===== src/rtl/pipe_trace_pkg.sv =====
// rtl/pipe_trace_pkg.sv - FSM encodings and shared helpers for the pipeline trace monitor
package pipe_trace_pkg;

  typedef enum logic [1:0] {
    ST_RUN   = 2'd0,
    ST_DRAIN = 2'd1,
    ST_DONE  = 2'd2
  } trace_state_e;

  // Counters narrower than 32 bits are passed zero-extended; w is their real width.
  function automatic logic [31:0] sat_inc(input logic [31:0] v, input int unsigned w);
    logic [31:0] max_v;
    max_v = (w >= 32) ? 32'hFFFF_FFFF : ((32'd1 << w) - 32'd1);
    return (v >= max_v) ? max_v : v + 32'd1;
  endfunction

  function automatic int unsigned entry_width(input int unsigned cnt_w,
                                              input int unsigned stages,
                                              input int unsigned tag_w);
    return cnt_w + stages * tag_w;
  endfunction

endpackage


===== src/rtl/pipe_trace_monitor_ring_buf.sv =====
// rtl/pipe_trace_monitor_ring_buf.sv - DEPTH x WIDTH trace ring buffer with sticky overflow and registered read
module trace_ring_buf #(
  parameter int DEPTH = 16,
  parameter int WIDTH = 36
) (
  input  logic                         clk,
  input  logic                         rst,
  input  logic                         wr_en,
  input  logic [WIDTH-1:0]             wr_data,
  input  logic                         rd_req,
  output logic                         wr_accept,
  output logic                         rd_valid,
  output logic [WIDTH-1:0]             rd_data,
  output logic [$clog2(DEPTH+1)-1:0]   count,
  output logic                         full,
  output logic                         overflow
);

  localparam int PW = $clog2(DEPTH);
  localparam int CW = $clog2(DEPTH+1);

  logic [WIDTH-1:0] mem_q [DEPTH];
  logic [PW-1:0]    wr_ptr_q, wr_ptr_d, rd_ptr_q, rd_ptr_d;
  logic [CW-1:0]    count_q, count_d;
  logic             overflow_q, overflow_d;
  logic             rd_valid_q, rd_valid_d;
  logic [WIDTH-1:0] rd_data_q, rd_data_d;
  logic             rd_fire, wr_fire, full_w;

  // A pop in the same cycle frees a slot, so a write into a full buffer still lands.
  always_comb begin
    full_w     = (count_q == CW'(DEPTH));
    rd_fire    = rd_req && (count_q != '0);
    wr_fire    = wr_en && (!full_w || rd_fire);
    wr_ptr_d   = wr_fire ? wr_ptr_q + PW'(1) : wr_ptr_q;
    rd_ptr_d   = rd_fire ? rd_ptr_q + PW'(1) : rd_ptr_q;
    count_d    = count_q + CW'(wr_fire) - CW'(rd_fire);
    overflow_d = overflow_q | (wr_en && !wr_fire);
    rd_valid_d = rd_fire;
    rd_data_d  = rd_fire ? mem_q[rd_ptr_q] : rd_data_q;
  end

  always_ff @(posedge clk) begin
    if (wr_fire) mem_q[wr_ptr_q] <= wr_data;
  end

  always_ff @(posedge clk) begin
    if (rst) begin
      wr_ptr_q   <= '0;
      rd_ptr_q   <= '0;
      count_q    <= '0;
      overflow_q <= 1'b0;
      rd_valid_q <= 1'b0;
      rd_data_q  <= '0;
    end else begin
      wr_ptr_q   <= wr_ptr_d;
      rd_ptr_q   <= rd_ptr_d;
      count_q    <= count_d;
      overflow_q <= overflow_d;
      rd_valid_q <= rd_valid_d;
      rd_data_q  <= rd_data_d;
    end
  end

  assign wr_accept = wr_fire;
  assign rd_valid  = rd_valid_q;
  assign rd_data   = rd_data_q;
  assign count     = count_q;
  assign full      = full_w;
  assign overflow  = overflow_q;

endmodule


===== src/rtl/pipe_trace_monitor.sv =====
// rtl/pipe_trace_monitor.sv - per-cycle pipeline PC tag tracer with cycle/retire/stall counters
// Optional build macro: TRACE_CHANGE_ONLY_EN (write a capture only when the tag vector changes)
module pipe_trace_monitor
  import pipe_trace_pkg::*;
#(
  parameter int NUM_STAGES  = 5,
  parameter int PC_WIDTH    = 32,
  parameter int TAG_WIDTH   = 4,
  parameter int DEPTH       = 16,
  parameter int CNT_WIDTH   = 16,
  parameter int CYCLE_LIMIT = 10
) (
  input  logic                              clk,
  input  logic                              rst,
  input  logic [NUM_STAGES*PC_WIDTH-1:0]    pc_flat,
  input  logic [NUM_STAGES-1:0]             stage_valid,
  input  logic                              capture_en,
  input  logic                              rd_req,
  output logic                              rd_valid,
  output logic [NUM_STAGES*TAG_WIDTH-1:0]   rd_data,
  output logic [CNT_WIDTH-1:0]              rd_cycle,
  output logic [$clog2(DEPTH+1)-1:0]        count,
  output logic                              full,
  output logic                              overflow,
  output logic [CNT_WIDTH-1:0]              cycle_cnt,
  output logic [CNT_WIDTH-1:0]              retired_cnt,
  output logic [CNT_WIDTH-1:0]              stall_cnt,
  output logic                              done
);

  localparam int TAGS_W  = NUM_STAGES * TAG_WIDTH;
  localparam int ENTRY_W = int'(entry_width(CNT_WIDTH, NUM_STAGES, TAG_WIDTH));

  trace_state_e        state_q;
  logic                done_q;
  logic [CNT_WIDTH-1:0] cycle_q, cycle_d, retired_q, retired_d, stall_q, stall_d;
  logic [TAG_WIDTH-1:0] last_tag0_q, last_tag0_d;
  logic [TAGS_W-1:0]    tags;
  logic [ENTRY_W-1:0]   rd_entry;
  logic                 wr_en, wr_accept;
  logic                 unused_inputs;

  always_comb begin
    tags = '0;
    for (int i = 0; i < NUM_STAGES; i++) begin
      tags[i*TAG_WIDTH +: TAG_WIDTH] = pc_flat[i*PC_WIDTH +: TAG_WIDTH];
    end
  end

  assign unused_inputs = ^{pc_flat, stage_valid};

  always_comb begin
    cycle_d     = cycle_q;
    retired_d   = retired_q;
    stall_d     = stall_q;
    last_tag0_d = tags[TAG_WIDTH-1:0];
    if (state_q != ST_DONE) cycle_d = CNT_WIDTH'(sat_inc(32'(cycle_q), CNT_WIDTH));
    if (state_q == ST_RUN) begin
      if (stage_valid[NUM_STAGES-1]) retired_d = CNT_WIDTH'(sat_inc(32'(retired_q), CNT_WIDTH));
      if (stage_valid[0] && (tags[TAG_WIDTH-1:0] == last_tag0_q))
        stall_d = CNT_WIDTH'(sat_inc(32'(stall_q), CNT_WIDTH));
    end
  end

`ifdef TRACE_CHANGE_ONLY_EN
  logic [TAGS_W-1:0] last_vec_q, last_vec_d;
  logic              have_wr_q, have_wr_d;

  always_comb begin
    wr_en      = (state_q == ST_RUN) && capture_en && (!have_wr_q || (tags != last_vec_q));
    last_vec_d = wr_accept ? tags : last_vec_q;
    have_wr_d  = have_wr_q | wr_accept;
  end

  always_ff @(posedge clk) begin
    if (rst) begin
      last_vec_q <= '0;
      have_wr_q  <= 1'b0;
    end else begin
      last_vec_q <= last_vec_d;
      have_wr_q  <= have_wr_d;
    end
  end
`else
  logic unused_wr_accept;

  assign wr_en            = (state_q == ST_RUN) && capture_en;
  assign unused_wr_accept = wr_accept;
`endif

  always_ff @(posedge clk) begin
    if (rst) begin
      cycle_q     <= '0;
      retired_q   <= '0;
      stall_q     <= '0;
      last_tag0_q <= '0;
    end else begin
      cycle_q     <= cycle_d;
      retired_q   <= retired_d;
      stall_q     <= stall_d;
      last_tag0_q <= last_tag0_d;
    end
  end

  // The capture in the final RUN cycle still happens; DRAIN waits for the reader to empty the buffer.
  always_ff @(posedge clk) begin
    if (rst) begin
      state_q <= ST_RUN;
      done_q  <= 1'b0;
    end else begin
      case (state_q)
        ST_RUN: begin
          if (cycle_q == CNT_WIDTH'(CYCLE_LIMIT - 1)) state_q <= ST_DRAIN;
        end
        ST_DRAIN: begin
          if ((count == '0) && !wr_en) begin
            state_q <= ST_DONE;
            done_q  <= 1'b1;
          end
        end
        ST_DONE: begin
          done_q <= 1'b1;
        end
        default: begin
          state_q <= ST_RUN;
          done_q  <= 1'b0;
        end
      endcase
    end
  end

  trace_ring_buf #(
    .DEPTH (DEPTH),
    .WIDTH (ENTRY_W)
  ) u_ring (
    .clk       (clk),
    .rst       (rst),
    .wr_en     (wr_en),
    .wr_data   ({cycle_q, tags}),
    .rd_req    (rd_req),
    .wr_accept (wr_accept),
    .rd_valid  (rd_valid),
    .rd_data   (rd_entry),
    .count     (count),
    .full      (full),
    .overflow  (overflow)
  );

  assign rd_cycle    = rd_entry[ENTRY_W-1 -: CNT_WIDTH];
  assign rd_data     = rd_entry[TAGS_W-1:0];
  assign cycle_cnt   = cycle_q;
  assign retired_cnt = retired_q;
  assign stall_cnt   = stall_q;
  assign done        = done_q;

endmodule


===== config.mk =====
export PLATFORM = sky130hd
export DESIGN_NAME = pipe_trace_monitor
export DESIGN_NICKNAME = d
export VERILOG_FILES = /design/src/rtl/pipe_trace_pkg.sv /design/src/rtl/pipe_trace_monitor_ring_buf.sv /design/src/rtl/pipe_trace_monitor.sv
export SDC_FILE = /design/constraint.sdc
export NUM_CORES = 1
export LEC_CHECK = 0
export ABC_AREA = 1
export BUFFER_PORTS_ARGS = -buffer_cell sky130_fd_sc_hd__buf_2
export CAP_MARGIN = 20
export CORE_MARGIN = 2
export CORE_UTILIZATION = 28
export CTS_CLUSTER_SIZE = 30
export DETAILED_ROUTE_END_ITERATION = 12
export SYNTH_ARGS = -nofsm -noshare
export SYNTH_HDL_FRONTEND = slang
export SYNTH_HIERARCHICAL = 1
export SYNTH_SLANG_ARGS = --single-unit

===== constraint.sdc =====
create_clock -name clk -period 3.15 [get_ports clk]
set_input_delay 0.315 -clock clk [delete_from_list [all_inputs] [get_ports clk]]
set_output_delay 0.315 -clock clk [all_outputs]
set_load 0.005 [all_outputs]

After elaboration in Yosys (flattened, before gate mapping)
Memory sizes are Yosys's and may differ from the RTL's. A register that Yosys moved wholly into a read port is not among the register bits.
Index checks and enable logic that the tools add are counted.
{"block": "totals", "word_cells": 60, "n_memories": 1, "in_bits": 169, "ramBits": 576, "latchBits": 0, "rom_bits": 0, "out_inout_bits": 93, "register_bits": 70}
{"memory": "u_ring.mem_q", "depth": 16, "width": 36, "read_ports": 1, "rd_ports_with_merged_regs": 1, "wr": 1, "line_no": "pipe_trace_monitor_ring_buf.sv:22", "source": "logic [WIDTH-1:0] mem_q [DEPTH];"}
{"block": "classes", "add_sub_neg": 7, "shifts": 0, "n_reduce_logical": 17, "mul": 0, "eq_ne": 8, "n_bitwise": 3, "n_div": 0, "mux": 10, "order_cmp": 3}
{"operator": "16-bit by 1-bit adder with 16-bit output, second input constant", "n": 3}
{"operator": "16-bit >= comparator, second input constant", "n": 3}
{"operator": "16-bit two-way mux", "n": 3}
{"operator": "16-bit by 4-bit == test with 1-bit output, second input constant", "n": 1}
{"operator": "4-bit by 1-bit adder with 4-bit output, second input constant", "n": 2}
{"operator": "1-bit logical AND", "n": 6}
{"operator": "2-bit case mux with 3 select lines", "n": 1}
{"operator": "2-bit AND reduction", "n": 3}
{"operator": "5-bit by 1-bit adder with 5-bit output", "n": 1}
{"operator": "5-bit == test, second input constant", "n": 1}
{"operator": "5-bit zero test", "n": 1}
{"operator": "5-bit nonzero test", "n": 1}
{"operator": "5-bit by 1-bit subtractor with 5-bit output", "n": 1}
{"operator": "4-bit == test", "n": 1}
{"operator": "2-bit two-way mux", "n": 2}
{"operator": "2-bit inequality test, second input constant", "n": 2}
{"operator": "1-bit zero test", "n": 3}
{"operator": "1-bit two-way mux", "n": 3}
{"operator": "1-bit case mux with 3 select lines", "n": 1}
{"operator": "3-bit AND reduction", "n": 1}
{"operator": "2-bit by 1-bit == test with 1-bit output, second input constant", "n": 1}
{"operator": "2-bit == test, second input constant", "n": 1}
{"operator": "2-bit zero test", "n": 1}
{"operator": "2-bit by 1-bit inequality test with 1-bit output, second input constant", "n": 1}
{"operator": "3 further kinds", "n": 4}

Longest topological paths before layout
Gate-level depths: netlist (run 1).
{"block": "logic_depth", "ltp_word": 7, "depth_mapped": 15, "ltp_nobuf": 13}

Cells and area by module
The synthesis (run 1) kept the hierarchy.
{"module": "trace_ring_buf", "seq_area_each_um2": 18317.6, "n_inst": 1, "area_each_um2": 26377.8, "cells_each": 2558}
{"module": "pipe_trace_monitor", "seq_area_each_um2": 1101.1, "n_inst": 1, "area_each_um2": 3186.8, "cells_each": 483}

Worst setup path before layout (run 1)
Ideal clock, no wire load.
{"block": "synth_path", "kind": "register to register", "startpoint": "reg state_q[0]", "endpoint": "mem u_ring.mem_q[11][0], enable pin", "synth_period_minus_slack_ns": 3.148, "required_ns": 2.721, "stages_incl_launch_ff": 9, "setup_ns": 0.429, "setup_slack_ns": 0.002, "n_path_buf": 0, "t_arrival_ns": 2.719, "cell_sequence": "dfxtp_1 -> inv_1 -> ha_1 -> nand2_1 -> inv_1 -> nand2_1 -> inv_1 -> nand2_1 -> nor2_1"}
{"block": "synth_between", "elab_chain_len": 5}
{"item": "start: declaration", "line_no": "pipe_trace_monitor.sv:34", "source": "trace_state_e state_q;"}
{"item": "start signal: assignment", "line_no": "pipe_trace_monitor.sv:108", "source": "state_q <= ST_RUN;"}
{"item": "start signal: assignment", "line_no": "pipe_trace_monitor.sv:113", "source": "if (cycle_q == CNT_WIDTH'(CYCLE_LIMIT - 1)) state_q <= ST_DRAIN;"}
{"item": "start signal: assignment", "line_no": "pipe_trace_monitor.sv:117", "source": "state_q <= ST_DONE;"}
{"item": "2-bit zero test", "line_no": "pipe_trace_monitor.sv:87", "source": "assign wr_en = (state_q == ST_RUN) && capture_en;"}
{"item": "1-bit logical AND", "line_no": "pipe_trace_monitor.sv:87"}
{"item": "net wr_en", "line_no": "pipe_trace_monitor.sv:40", "source": "logic wr_en, wr_accept;"}
{"item": "1-bit logical AND", "line_no": "pipe_trace_monitor_ring_buf.sv:34", "source": "wr_fire = wr_en && (!full_w || rd_fire);"}
{"item": "net unused_wr_accept", "line_no": "pipe_trace_monitor.sv:85", "source": "logic unused_wr_accept;"}
{"item": "1-bit two-way mux", "line_no": "pipe_trace_monitor_ring_buf.sv:44", "source": "if (wr_fire) mem_q[wr_ptr_q] <= wr_data;"}
{"item": "1-bit two-way mux (not written as such)", "line_no": "pipe_trace_monitor_ring_buf.sv:44"}
{"item": "end: declaration", "line_no": "pipe_trace_monitor_ring_buf.sv:22"}
The timed path passes the listed nets, and every way through them passes these cells.

Worst setup path after layout (run 1)
{"block": "layout_path", "startpoint": "reg state_q[0]", "endpoint": "reg u_ring.count_q[4], in the netlist u_ring/count[4]"}
{"block": "layout_between", "elab_chain_len": 5}
{"item": "2-bit zero test", "line_no": "pipe_trace_monitor.sv:87"}
{"item": "1-bit logical AND", "line_no": "pipe_trace_monitor.sv:87"}
{"item": "net wr_en", "line_no": "pipe_trace_monitor.sv:40"}
{"item": "1-bit logical AND", "line_no": "pipe_trace_monitor_ring_buf.sv:34"}
{"item": "5-bit by 1-bit adder with 5-bit output", "line_no": "pipe_trace_monitor_ring_buf.sv:37", "source": "count_d = count_q + CW'(wr_fire) - CW'(rd_fire);"}
{"item": "5-bit by 1-bit subtractor with 5-bit output", "line_no": "pipe_trace_monitor_ring_buf.sv:37"}
{"item": "end signal: assignment", "line_no": "pipe_trace_monitor_ring_buf.sv:58", "source": "count_q <= count_d;"}
{"item": "end: declaration", "line_no": "pipe_trace_monitor_ring_buf.sv:24", "source": "logic [CW-1:0] count_q, count_d;"}
The timed path passes the listed nets, and every way through them passes these cells.
A chain may end at the register's enable or synchronous reset.

==> results of run 1 <==
-- critical path, delay by kind of cell (launching register included) --
family                     cells  cell delay [ps]
AOI/OAI and AO/OA              3              550
adders and majority gates      4             1040
buffers and inverters          4              270
and+or+nand+nor                2              390
DFF                            1              360
-- path summary, 6_finish.rpt --
| path | slack [ps] | cells after the start | start | end |
|---|---|---|---|---|
| worst max register to register | 490 | 13 | state_q[0] | u_ring/count[4] |
| worst min-delay path | 80 | 1 | pc_flat[33] | u_ring/mem_q[3][5] |
| worst min register to register | 510 | 2 | u_ring/wr_ptr_q[3] | u_ring/wr_ptr_q[3] |
| worst max-delay path | 490 | 13 | state_q[0] | u_ring/count[4] |
-- cells in the mapped netlist (3+ instances only) --
| cell type | number | share of area [%] |
|---|---|---|
| nor2_4 | 3 | 0.11 |
| a21oi_1 | 41 | 0.69 |
| nand3_1 | 441 | 7.5 |
| inv_2 | 4 | 0.051 |
| xor2_1 | 18 | 0.53 |
| nand2_1 | 1036 | 13 |
| buf_4 | 17 | 0.43 |
| nand2_2 | 6 | 0.13 |
| buf_2 | 69 | 1.2 |
| o21ai_1 | 8 | 0.14 |
| nand4_1 | 15 | 0.32 |
| clkbuf_1 | 37 | 0.47 |
| nand3_2 | 6 | 0.20 |
| buf_1 | 15 | 0.19 |
| nor2_2 | 3 | 0.063 |
| dfxtp_1 | 106 | 7.2 |
| ha_1 | 18 | 0.76 |
| a31oi_1 | 7 | 0.15 |
| o21ai_0 | 24 | 0.41 |
| inv_1 | 410 | 5.2 |
| nor3_1 | 6 | 0.10 |
| nor2_1 | 160 | 2.0 |
| edfxtp_1 | 576 | 59 |
-- metal layers --
layer	global-route usage [%]	share of wire, %
met3	2.76	6.1
met5	0	0.015
met1	18.3	44
met4	4.26	2.7
met2	22.9	47
-- per-stage QoR --
stage | setup WS [ps] | cell area, sq um | cells
floorplan | 1.70 | 29600 | 3041
global placement | 455 | 32000 | 4471
detailed placement | 455 | 32000 | 4471
CTS | 438 | 34400 | 4603
global route | 157 | 34400 | 4603
finish | 486 | 34400 | 4603
-- cells by family (layout without fill, tap and decap cells) --
logic type	count (synthesis)	in the layout	synth area share [%]
buffers and inverters	556	727	7.63
AOI/OAI and AO/OA	82	82	1.43
and+or+nand+nor	1683	1683	23.9
xor gates and xnor gates	19	19	0.563
adders and majority gates	19	19	0.830
DFF	682	682	65.7
-- layout make-up --
| cell class | count | area, sq um | area share [%] |
|---|---|---|---|
| sequential | 682 | 19400 | 56.6 |
| multi-input combinational | 1803 | 8010 | 23.3 |
| clock buffer | 91 | 1930 | 5.63 |
| tap | 1391 | 1740 | 5.07 |
| inverter | 416 | 1580 | 4.59 |
| timing repair buffer | 179 | 1210 | 3.53 |
| clock inverter | 41 | 454 | 1.32 |
-- power by group --
group          total (mW)  switching, mW  internal [mW]
clock network        8.58           3.54           5.04
registers            10.6          0.228           10.3
logic                5.07           3.52           1.55
total                24.2           7.29           16.9
-- layout by cell type, fill, tap and decap left out, drive strengths merged --
master,synthesis,layout
buf,103,179
bufinv,0,8
nor2,167,167
dfxtp,106,106
clkinvlp,0,3
xnor2,1,1
nor3b,1,1
nand3b,2,2
clkinv,1,28
inv,415,418
nand3,447,447
xor2,18,18
nand4,16,16
ha,18,18
fa,1,1
a31oi,7,7
nor3,8,8
o21bai,1,1
nand2,1042,1042
edfxtp,576,576
a21oi,41,41
o31ai,1,1
o21ai,32,32
clkbuf,37,91
-- sequential cells by signal, indices dropped and copies added, names as in the netlist --
register and cells:
u_ring/mem_q 576, u_ring/rd_data 36, cycle_cnt 16, retired_cnt 16, stall_cnt 16, u_ring/count 5
last_tag0_q 4, u_ring/rd_ptr_q 4, u_ring/wr_ptr_q 4, state_q 2, done 1, u_ring/overflow 1
u_ring/rd_valid 1
==> results.txt, run 1 <==
DRC violation count after routing: 0
I/O pins: 262
P_leak: 14.4 nW
Critical Path Max Stage Delay: 400 ps
Yosys reg bits: 682
Root Driver: clkbuf_16
CP Cell Sequence: inv_1 -> ha_1 -> nand2_1 -> inv_1 -> nand2_1 -> ha_1 -> inv_1 -> ha_1 -> inv_1 -> fa_1 -> o31ai_1 -> o21ai_0 -> a21oi_1
skew final: 33.7 ps
layout cell share with drive strength beyond 1: 10.5%
Avg WL per Cell: 16.4 um
Max Clk Rate: 0.375 GHz
worst-margin pin slew: 939 ps
Initial DRT Pass Iterations: 8
total power: 24.2 mW
Slew Limit Headroom: 37.4%
GRT Total Usage: 13.9%
port bufs: 118
ys flop type: edfxtp_1
VDD IR-drop max: 0.000452 V
Hold Crit Class: primary input to flop
Final TNS setup: 0 ps
Die Footprint: 0.108 sq mm
Initial Util: 28.2%
slowest CP cell: fa_1
maxcap violations: 0
Num Clock Sinks: 682
CP Class: flop to flop
asr flop ratio synth: 0%
post-synthesis sequential area ratio: 65.7%
CP endpoint kind: flop
global route overflow: 0
Ant. Diodes: 0
Placer Congestion: 0.782
Longest Clk Path Bufs: 3
RSZ-0062 raised after global routing: false
cts hold-fix bufs: 0
Clock transition at path regs: 70 ps
Syn Inst Count: 3041
Area Growth Syn to Fin: 16.2%
most frequent CP cell: inv_1
Post-synth EDFFs: 576
Post-DRT Antenna Nets: 0
Net Count, Synth: 3229
pin count of the biggest net entering global routing: 169
worst endpoint required time: 3700 ps
post-layout util: 32.7%
first-pass GRT wire length: 116000 um
CP Launch Type: flop
worst skew pair latency: 630 ps
final max-slew violation count: 0
Starting DRT DRC Count: 1631
YS warnings: 6
Hold Vio Cnt, Final: 0
Layout fillers: 10495
CP arrival: 3210 ps
antenna violations before repair: 3
CTS tree: built
hold_ws: 75.2 ps
fin crit share: 84.6%
Die X: 329 um
die height: 329 um
PwrDens: 705 mW/mm^2
CTS-repair resized insts: 0
crit path time final: 2660 ps
vias in the first global route: 19506
mean post-synth cell area: 9.72 sq um
vias per cell: 4.47
post-synth design cell area: 0.0296 sq mm
Setup Viol. Count Final: 0
DR vias: 20595
Netlist cell types: 35
postcts setup bufs: 0
H-Tree Depth: 3
Final nets: 3341
# rows: 119
CTS Buf Count: 71
WL final: 75400 um
HPWL after DPL: 42100 um
status: finished, final reports clean
Core Footprint: 0.105 sq mm
Critical Path Fanout Max: 7
Power figures use the tool's default switching activity.
==> inputs of run 2 (changes only) <==
- clock period: 3.15 -> 2.43 ns (I/O delays scaled with it)
==> run 2 against run 1 <==
- clock power increased by 33%
- critical path depth did not move
- combinational power is 35% higher
- largest cell class unchanged
- first-iteration DRC count fell by 1.3%
==> results.txt, run 2 (same netlist as run 1, synthesis figures left out) <==
Num Clock Sinks: 682
register area: 0.0194 sq mm
status: finished, final reports clean
Area Growth Syn to Fin: 18.8%
GRT Total Usage: 14.1%
Avg WL per Cell: 16.6 um
Slew Limit Headroom: 23.9%
Die Footprint: 0.108 sq mm
DP Worst Slack: 94.8 ps
Clock transition at path regs: 60 ps
post-route cell area: 0.0351 sq mm
hold_ws: 34.3 ps
Internal: 22.4 mW
crit path time final: 2280 ps
Initial DRT Pass Iterations: 5
Clock Power Share: 35.7%
final setup margin: 153 ps
met1 Use GR: 18.5%
area of the multi-input gates: 0.00805 sq mm
CP arrival: 2830 ps
# rows: 119
Largest register FFs: 576
skew final: 25.2 ps
Net Sw Frac: 29.9%
M3 GR Usage: 3.07%
global route overflow: 0
CP Launch Type: flop
I/O pins: 262
Final TNS setup: 0 ps
Hold Crit Class: primary input to flop
CP endpoint kind: flop
WL final: 76900 um
PwrDens: 910 mW/mm^2
antenna violations before repair: 3
Root Driver: clkbuf_16
Layout fillers: 10502
Starting DRT DRC Count: 1609
Max Clk Rate: 0.439 GHz
vias in the first global route: 19986
total power: 31.9 mW
commonest non-fill, non-tap cell in the layout: nand2_1
DR vias: 20842
Gate power share: 21.4%
first-pass GRT wire length: 117000 um
global route hottest layer: met2
net switching power: 9.56 mW
Longest Clk Path Bufs: 3
postcts setup bufs: 0
P_leak: 14.7 nW
HPWL after DPL: 42800 um
Sequential Power Share: 43.0%
Post-DRT Antenna Nets: 0
layout cell share with drive strength beyond 1: 11.6%
Core Footprint: 0.105 sq mm
maxcap violations: 0
CTS Buf Count: 74
fin crit share: 93.7%
pin count of the biggest net entering global routing: 147
worst endpoint required time: 2980 ps
Final nets: 3383
CTS tree: built
port bufs: 118
CP Class: flop to flop
placed cell area: 0.0325 sq mm
most flop-heavy register: u_ring/mem_q
DRC violation count after routing: 0
final max-slew violation count: 0
die height: 329 um
H-Tree Depth: 3
GRT met2 Usage: 23.6%
Critical Path Fanout Max: 2
VDD IR-drop max: 0.000608 V
commonest non-fill, non-tap cells in the layout: nand2_1, edfxtp_1, nand3_1
Setup Viol. Count Final: 0
Hold Vio Cnt, Final: 0
vias per cell: 4.49
Placer Congestion: 0.798
worst-margin pin slew: 1140 ps
Initial Util: 28.2%
worst skew pair latency: 620 ps
Die X: 329 um
[run 2: changes by cell type in the layout (fill, tap and decap cells not counted), moves of 4 or more]
cell,change
nand2_2,+6
buf_12,+24
clkbuf_16,+4
nand2_1,-6
dlygate4sd3_1,+14
[run 2: layout make-up]
cell class	instances	area share (%)
diodes	1	0.00713
clock buffers	95	5.76
clock inverters	40	1.26
inverters	416	4.50
multi-input cells	1803	22.9
flip-flops and latches	682	55.3
well taps	1391	4.96
repair buffers	218	5.25
[run 2: final timing paths]
check                  start                   end  slack (ps)  depth (start not counted)
max               state_q[0]       u_ring/count[4]         150                         13
min              pc_flat[66]  u_ring/mem_q[12][10]          30                          1
min reg2reg  u_ring/overflow       u_ring/overflow         480                          2
max reg2reg       state_q[0]       u_ring/count[4]         150                         13
[run 2: power by group through the flow]
stage          registers (mW)  clock network (mW)  logic [mW]
2_1_floorplan            14.0                   0        4.37
5_1_grt                  13.8                12.1        7.70
3_3_place_gp             14.0                   0        6.76
3_5_place_dp             14.0                   0        6.81
6_report                 13.7                11.4        6.82
4_1_cts                  13.7                11.6        6.88
[run 2: through the flow]
stage,std cells,util (%)
2_1_floorplan,3041,-
3_5_place_dp,4496,30.9
3_3_place_gp,4496,30.9
5_1_grt,4645,33.4
4_1_cts,4645,33.4
6_report,4646,33.4
[run 2: per-layer routing]
| layer | routed length [um] | vias up |
|---|---|---|
| met5 | 25 | - |
| met4 | 1660 | 4 |
| met3 | 4710 | 117 |
| met2 | 36500 | 546 |
| met1 | 34000 | 9999 |
| li1 | - | 10176 |
[run 2: timing repair]
action,CTS,global route
resized for setup,0,8
hold buffers,14,0
endpoints found under the setup margin,0,564
hold endpoints to repair,157,0
[run 2: critical path, stage by stage, from the launching register on]
cell	delay, ps
dfxtp_1	310
inv_1	130
ha_4	170
nand2_2	100
inv_1	90
nand2_1	70
ha_1	290
inv_1	50
ha_1	160
inv_1	60
fa_2	350
o31ai_2	220
o21ai_0	110
a21oi_1	130
==> inputs of run 3 (changes only) <==
- CORE_UTILIZATION: 28 -> 45
- HOLD_SLACK_MARGIN: not set -> 0.15
- PLACE_DENSITY: not set -> 0.65
==> run 3 against run 2 <==
- clock power fell by 6%
- sequential power barely moved
- maximum frequency fell by 3.8%
- largest cell class unchanged
- largest power group unchanged
- highest routed layer is now met4
==> results.txt, run 3 (same netlist as run 1, synthesis figures left out) <==
status: finished, final reports clean
DP Worst Slack: 156 ps
Hold Vio Cnt, Final: 0
reg2reg setup slack: 60 ps
Die X: 260 um
hold path start: capture_en
DRC violation count after routing: 0
CP Launch Type: flop
Largest register FFs: 576
WL final: 73400 um
Initial DRT Pass Iterations: 5
P_leak: 14.6 nW
FF-to-FF path depth: 13
end of the worst register-to-register path: u_ring/count[2]
CTS Buf Count: 72
port bufs: 118
commonest non-fill, non-tap cell in the layout: nand2_1
post-layout util: 53.1%
commonest non-fill, non-tap cells in the layout: nand2_1, edfxtp_1, nand3_1
Hold Crit Class: primary input to flop
worst-margin pin slew: 769 ps
Num Clock Sinks: 682
Post-DRT Antenna Nets: 0
Final nets: 3394
fin crit share: 97.4%
Buf/Inv on CP: 5
pin count of the biggest net entering global routing: 132
final setup margin: 64.3 ps
Slew Limit Headroom: 48.7%
Longest Clk Path Bufs: 3
skew final: 20.6 ps
# rows: 93
most flop-heavy register: u_ring/mem_q
Clock transition at path regs: 60 ps
Root Driver: clkbuf_16
Ant. Diodes: 0
crit path time final: 2370 ps
Hold Path End: u_ring/wr_ptr_q[1]
worst endpoint required time: 2910 ps
VDD IR-drop max: 0.000459 V
H-Tree Depth: 3
GRT Total Usage: 21.9%
vias in the first global route: 19734
CP endpoint kind: flop
Non-Filler Instances: 4121
I/O pins: 262
CP Class: flop to flop
most frequent CP cell: inv_1
CP Cell Sequence: inv_1 -> ha_4 -> nand3_1 -> nand2_2 -> inv_4 -> ha_1 -> inv_1 -> ha_2 -> inv_1 -> fa_2 -> buf_4 -> xor2_1 -> nor2_1
worst skew pair latency: 630 ps
HPWL after DPL: 39700 um
layout cell share with drive strength beyond 1: 11.3%
Area Growth Syn to Fin: 16.2%
Setup Viol. Count Final: 0
vias per cell: 5.02
DR vias: 20684
maxcap violations: 0
Critical Path Fanout Max: 4
first-pass GRT wire length: 114000 um
Top delay family on crit path: adder cells
Initial Util: 45.7%
Placer Congestion: 0.814
Critical Path Max Stage Delay: 410 ps
die height: 260 um
CTS tree: built
PwrDens: 908 mW/mm^2
CP arrival: 2850 ps
placed cell count: 3960
antenna violations before repair: 0
final max-slew violation count: 0
Core Footprint: 0.0647 sq mm
slowest CP cell: fa_2
hold path cells: 6
FF-to-FF Start: u_ring/count[2]
Die Footprint: 0.0678 sq mm
Starting DRT DRC Count: 1591
Avg WL per Cell: 17.8 um
Max Clk Rate: 0.423 GHz
Final TNS setup: 0 ps
global route overflow: 0
run 3: cell count changes in the layout (fill, tap and decap cells not counted), moves of 2 or more:
cell	delta
dlygate4sd3_1	+12
clkbuf_1	+10
bufinv_16	-4
buf_4	+3
clkbuf_16	-3
clkinvlp_4	-3
nand2_1	+3
nand2_2	-3
buf_12	-2
inv_1	-2
inv_2	+2
run 3: area by class of cell:
cell class / instances / area [sq um]
inverters: 416 / 1580
clock inverters: 32 / 299
multi-input cells: 1803 / 8050
well taps: 855 / 1070
fillers: 5704 / 30300
clock buffers: 102 / 1990
flip-flops and latches: 682 / 19400
repair buffers: 231 / 1940
run 3: tightest hold or removal path: cells and delay by family:
family / cells / cell delay, ps
AO/OA/AOI/OAI: 1 / 70
AND/OR/NAND/NOR: 2 / 160
buffers and inverters: 3 / 290
run 3: metal layers:
layer / up-vias / GRT usage (%) / wire [um]
li1: 10198 / - / -
met1: 9744 / 29.2 / 31800
met2: 614 / 36.7 / 35200
met3: 128 / 3.53 / 4560
met4: 0 / 7.14 / 1840
met5: - / 0 / 0
run 3: worst max path at each step:
stage / slack (ps) / depth (start not counted) / to / from
final: 60 / 13 / u_ring/count[2] / u_ring/count[2]
after global routing: -40 / 13 / u_ring/count[2] / state_q[1]
after CTS: 120 / 13 / u_ring/count[4] / state_q[0]
after detailed placement: 160 / 10 / u_ring/mem_q[14][1] / state_q[0]
after global placement: 120 / 13 / u_ring/count[4] / state_q[0]
after floorplan: -170 / 8 / u_ring/mem_q[11][0] / state_q[0]
run 3: stage by stage:
stage / hold WS, ps / instance area, sq um / power, mW
finish: 196 / 34400 / 31.2
detailed placement: 469 / 31800 / 20.6
floorplan: 342 / 29600 / 18.3
global route: 249 / 34400 / 32.8
global placement: 454 / 31800 / 20.5
CTS: 252 / 34300 / 31.3
run 3: report_power, final:
group / internal [mW] / total [mW] / switching (mW) / leakage, nW
Combinational: 2.25 / 6.79 / 4.54 / 7.32
Sequential: 13.4 / 13.7 / 0.305 / 6.21
Clock: 6.17 / 10.7 / 4.52 / 1.12
run 3: timing repair:
item / CTS / global route
resized for setup: 0 / 11
hold endpoints to repair: 349 / 0
hold buffers: 26 / 0
setup endpoints to repair: 0 / 23
buffers inserted: 0 / 1
